## src/rtl/i2c_time_slave.sv

```systemverilog
// i2c_time_slave: write-only I2C slave that loads a BCD hh:mm value into the clock or alarm.
// Transaction: address, pointer (0 clock / 1 alarm), hours, minutes; the load is committed on STOP.
module i2c_time_slave #(
  parameter logic [6:0] SLAVE_ADDR = 7'h42,
  parameter int SYNC_STAGES = 2
) (
  input  logic       sysclk,
  input  logic       rst_n,
  input  logic       scl,
  input  logic       sda_in,
  output logic       sda_oe,
  output logic [3:0] hour_t,
  output logic [3:0] hour_o,
  output logic [3:0] min_t,
  output logic [3:0] min_o,
  output logic       ld_clk,
  output logic       ld_alm,
  output logic       busy
);
  typedef enum logic [3:0] {IDLE, ADDR, ACK_A, PTR, ACK_P, HRS, ACK_H, MINS, ACK_M, IGNORE} stateT;
  localparam logic [2:0] SETTLE = 3'(SYNC_STAGES + 1);
  stateT state, nextState;
  logic [SYNC_STAGES-1:0] sclSync, sdaSync;
  logic sclS, sdaS, sclD, sdaD, ready;
  logic sclRise, sclFall, startDet, stopDet;
  logic [2:0] settle;
  logic [3:0] bitCnt;
  logic [7:0] shiftReg, hrsReg, minReg;
  logic ptrSel, pendLoad, isData, isAck, byteOk, byteDone, hrsOk, minOk;

  assign sclS = sclSync[SYNC_STAGES-1];
  assign sdaS = sdaSync[SYNC_STAGES-1];
  // edges are masked until the synchronizer has refilled after reset, so a busy bus cannot fake a START
  assign ready = settle == SETTLE;
  assign sclRise = ready & sclS & ~sclD;
  assign sclFall = ready & ~sclS & sclD;
  assign startDet = ready & sclS & sclD & sdaD & ~sdaS;
  assign stopDet = ready & sclS & sclD & ~sdaD & sdaS;
  assign isData = state inside {ADDR, PTR, HRS, MINS};
  assign isAck = state inside {ACK_A, ACK_P, ACK_H, ACK_M};
  assign byteDone = sclFall & isData & (bitCnt == 4'd8);
  assign hrsOk = shiftReg[7:4] <= 4'd2 && shiftReg[3:0] <= 4'd9 && shiftReg <= 8'h23;
  assign minOk = shiftReg[7:4] <= 4'd5 && shiftReg[3:0] <= 4'd9;
  assign byteOk = state == ADDR ? (shiftReg[7:1] == SLAVE_ADDR && !shiftReg[0]) :
                  state == PTR  ? shiftReg[7:1] == 7'd0 :
                  state == HRS  ? hrsOk : minOk;

  always_ff @(posedge sysclk) begin
    if (!rst_n) begin
      sclSync <= '1;
      sdaSync <= '1;
      sclD <= 1'b1;
      sdaD <= 1'b1;
      settle <= '0;
    end else begin
      sclSync <= {sclSync[SYNC_STAGES-2:0], scl};
      sdaSync <= {sdaSync[SYNC_STAGES-2:0], sda_in};
      sclD <= sclS;
      sdaD <= sdaS;
      settle <= settle + 3'(settle != SETTLE);
    end
  end

  always_ff @(posedge sysclk) begin
    if (!rst_n) state <= IDLE;
    else state <= nextState;
  end

  // enum order interleaves each byte state with its ACK state, so +1 walks the sequence
  always_comb begin
    nextState = state;
    if (startDet) nextState = ADDR;
    else if (stopDet) nextState = IDLE;
    else if (sclFall && isAck) nextState = stateT'(state + 4'd1);
    else if (byteDone) nextState = byteOk ? stateT'(state + 4'd1) : IGNORE;
  end

  always_comb begin
    sda_oe = isAck & ~stopDet;
    busy = state != IDLE;
  end

  always_ff @(posedge sysclk) begin
    if (!rst_n) begin
      bitCnt <= '0;
      shiftReg <= '0;
      ptrSel <= 1'b0;
      hrsReg <= '0;
      minReg <= '0;
      pendLoad <= 1'b0;
      {hour_t, hour_o, min_t, min_o} <= '0;
      ld_clk <= 1'b0;
      ld_alm <= 1'b0;
    end else begin
      ld_clk <= 1'b0;
      ld_alm <= 1'b0;
      if (startDet) begin
        bitCnt <= '0;
        ptrSel <= 1'b0;
        hrsReg <= '0;
        minReg <= '0;
        pendLoad <= 1'b0;
      end else if (stopDet) begin
        if (pendLoad) begin
          {hour_t, hour_o} <= hrsReg;
          {min_t, min_o} <= minReg;
          ld_clk <= ~ptrSel;
          ld_alm <= ptrSel;
        end
        pendLoad <= 1'b0;
      end else begin
        if (sclRise && isData) begin
          shiftReg <= {shiftReg[6:0], sdaS};
          bitCnt <= bitCnt + 4'd1;
        end
        if (sclRise && isAck) bitCnt <= '0;
        if (byteDone && byteOk && state == PTR) ptrSel <= shiftReg[0];
        if (byteDone && byteOk && state == HRS) hrsReg <= shiftReg;
        if (byteDone && byteOk && state == MINS) minReg <= shiftReg;
        if (sclFall && state == ACK_M) pendLoad <= 1'b1;
      end
    end
  end
endmodule

```

## config.mk

```make
export PLATFORM = sky130hd
export DESIGN_NAME = i2c_time_slave
export DESIGN_NICKNAME = d
export VERILOG_FILES = /design/src/rtl/i2c_time_slave.sv
export SDC_FILE = /design/constraint.sdc
export NUM_CORES = 1
export LEC_CHECK = 0
export CAP_MARGIN = 10
export CORE_MARGIN = 4
export CORE_UTILIZATION = 45
export CTS_BUF_LIST = sky130_fd_sc_hd__clkbuf_4 sky130_fd_sc_hd__clkbuf_8 sky130_fd_sc_hd__clkbuf_16
export CTS_CLUSTER_DIAMETER = 200
export DETAILED_ROUTE_END_ITERATION = 10
export PLACE_DENSITY = 0.68
export SLEW_MARGIN = 20
export SYNTH_ARGS = -nofsm -noshare
export SYNTH_HDL_FRONTEND = slang
export SYNTH_SLANG_ARGS = --single-unit
```

## constraint.sdc

```tcl
create_clock -name sysclk -period 3.01 [get_ports sysclk]
set_input_delay 0.4515 -clock sysclk [delete_from_list [all_inputs] [get_ports sysclk]]
set_output_delay 0.4515 -clock sysclk [all_outputs]
set_load 0.005 [all_outputs]
```

==> flow_summary.toml <==
[global_route]
overflow = 0
grt_max_degree = 39
antenna_found_initial = 0
grt_usage = 0.144
grt_pass1_wl_mm = 8.26
grt_pass1_vias = 1794

[final_layout]
drive_gt1_frac = 0.123
fin_cells = 368
final_nets = 300
area_growth_pct = 18.1
n_antenna_cell = 0
multi_input_area_um2 = 1380
layout_common_cells = "61 x dfxtp_1, 38 x mux2i_1, 32 x nand2_1, 25 x nor2b_1, 23 x clkdlybuf4s50_1"
seq_area_um2 = 1220
layout_commonest_cell = "dfxtp_1"
fillers = 550

[yosys]
synth_warnings = 0
yosysSeqAreaShare = 0.451
syn-instance-count = 262
syn_area_per_cell_um2 = 10.3
synth_seq_cells = 61
ys_types = 49
synth_ff_type = "dfxtp_1"
synth_fp_nets = 274
syn_area_um2 = 2710
async_flop_share = 0
synth_edf_count = 0

[sta]
layout_setup_ws_ps = 320
fmax_mhz = 372
worstMarginPinSlew_ps = 455
hold_viol = 0
layout_min_cycle_time_ps = 2690
slew_violations = 0
max-slew-margin-rel = 0.696
clock_skew_ps = 5.90
whs_ps = 406
setup_tns_ps = 0
post-route-period-util = 0.894
rsz0062_at_grt = "no"
setup-violations-final = 0

[critical_path]
critPathRequiredTime_ps = 2560
timing.rr.end = "minReg[7]"
crit_type = "reg2out"
start_kind = "register"
crit_fanout = 6
r2r_slack_ps = 880
arrival_ps = 2240
reg2reg_from = "state[0]"
reg2reg_depth = 6
crit_path_end_kind = "output pin"

[clock_tree]
path_clk_slew_ps = 60
cts_root_buf = "clkbuf_8"
post_cts_buffers = 0
cts_buffer_depth = 2
h-tree-depth = 3
worstSkewPairLatency_ps = 330
cts-resized-gates = 0
hold_buffers = 0
numCtsBuffers = 9
cts.sinks = 61
cts_tree = "done"

[die]
core_area_um2 = 5890
die_w_um = 85.6
io_pins = 24
rows = 28
die_h_um = 85.6
start_util = 0.460
die_area_um2 = 7330

[drt]
ant_nets = 0
wl_per_cell_um = 13.0
drt_pass1_iterations = 4
wirelength_mm = 4.78
drt_iter0_markers = 51
vias = 1888
drc = 0
via_per_inst = 5.13

[power_and_ir_drop]
p_per_area_nw_per_um2 = 527
peakVddDrop_mv = 0.340
finalPower_mw = 1.69
p_leak_nw = 1.32

[hold_path]
whs_path_depth = 1
hp-class = "reg2reg"
min_to = "sclSync[1]"
min-delay-start = "sclSync[0]"

[job]
max_cap_violations = 0

[placed_design]
dp.cells = 352
dpl_worst_slack_ps = 717
place_congestion = 0.905
port_buffers = 23
hpwlAfterDp_mm = 3.32

[run_status]
status = "finished clean"
[where the power goes]
part           leakage, nW  internal (mW)  switching (mW)
Sequential           0.493          0.818          0.0149
Clock                0.112          0.486           0.310
Combinational        0.717         0.0298          0.0289
Total                 1.32           1.33           0.354
[worst max-delay path, stage by stage (launching register included)]
cell and delay (ps):
dfxtp_1 370, inv_1 120, ha_1 200, nand2_1 80, o22ai_1 370, a21boi_0 240
clkdlybuf4s50_1 530
[cells by family (layout without fill, tap and decap cells)]
family,Yosys count,in the layout,synth area share
xor+xnor,6,6,0.0194
mux,38,38,0.140
simple gates,105,105,0.235
flops,61,61,0.451
compound gates,26,26,0.0780
buf+inv,18,49,0.0402
fa+ha+maj,8,8,0.0369
[stage by stage]
stage / instance area (µm²) / utilization
floorplan: 2710 / -
global placement: 2980 / 0.506
detailed placement: 2980 / 0.506
CTS: 3200 / 0.544
global route: 3200 / 0.544
finish: 3200 / 0.544
[cell type report]
type,count,area share
inverter,6,0.00703
multi-input combinational,183,0.431
clock buffer,10,0.0430
timing repair buffer,27,0.0813
clock inverter,6,0.0270
sequential,61,0.381
tap,75,0.0293
[layer usage]
| layer | vias up | GRT usage | part of all wire |
|---|---|---|---|
| li1 | 956 | - | - |
| met5 | - | 0 | 0 |
| met3 | 9 | 0.0413 | 0.043 |
| met4 | 0 | 0.0820 | 0.016 |
| met2 | 39 | 0.222 | 0.46 |
| met1 | 884 | 0.179 | 0.49 |
[worst max path at each step]
stage / from / endpoint / slack, ps / cells past startpoint
final: state[0] / sda_oe / 320 / 6
after detailed placement: state[0] / sda_oe / 720 / 6
after CTS: state[0] / sda_oe / 310 / 6
after global routing: state[0] / sda_oe / 150 / 6
after floorplan: state[1] / minReg[7] / 1160 / 8
after global placement: state[0] / sda_oe / 770 / 6
[registers in the layout, indices dropped and copies added, names as in the netlist, 3 cells and up]
register and cells:
min_o 4, min_t 4, hour_o 4, hrsReg 8, bitCnt 4, hour_t 4
settle 3, minReg 8, state 4, shiftReg 8
[cells in the mapped netlist, types with 2 or more instances]
library cell,instances,area share
a31oi_1,2,0.0046
nor4_4,2,0.016
nor3_1,3,0.0055
nand4_2,2,0.0092
and3b_1,2,0.0065
dfxtp_1,61,0.45
o22ai_1,2,0.0046
xnor2_1,3,0.0097
nor2_1,9,0.012
inv_1,5,0.0069
nand4b_2,2,0.011
o21a_1,2,0.0055
o211ai_1,2,0.0055
o21ai_0,3,0.0055
and2_1,3,0.0069
ha_1,8,0.037
a21oi_1,5,0.0092
clkbuf_1,6,0.0083
nor2b_1,25,0.058
nand3_1,3,0.0055
nand2b_1,7,0.016
xor2_1,3,0.0097
nor2_2,2,0.0046
and3_1,2,0.0046
mux2i_1,38,0.14
nand2_1,32,0.044
buf_6,5,0.021
and4b_1,2,0.0074
No activity file was read; power rests on OpenSTA's default activity.
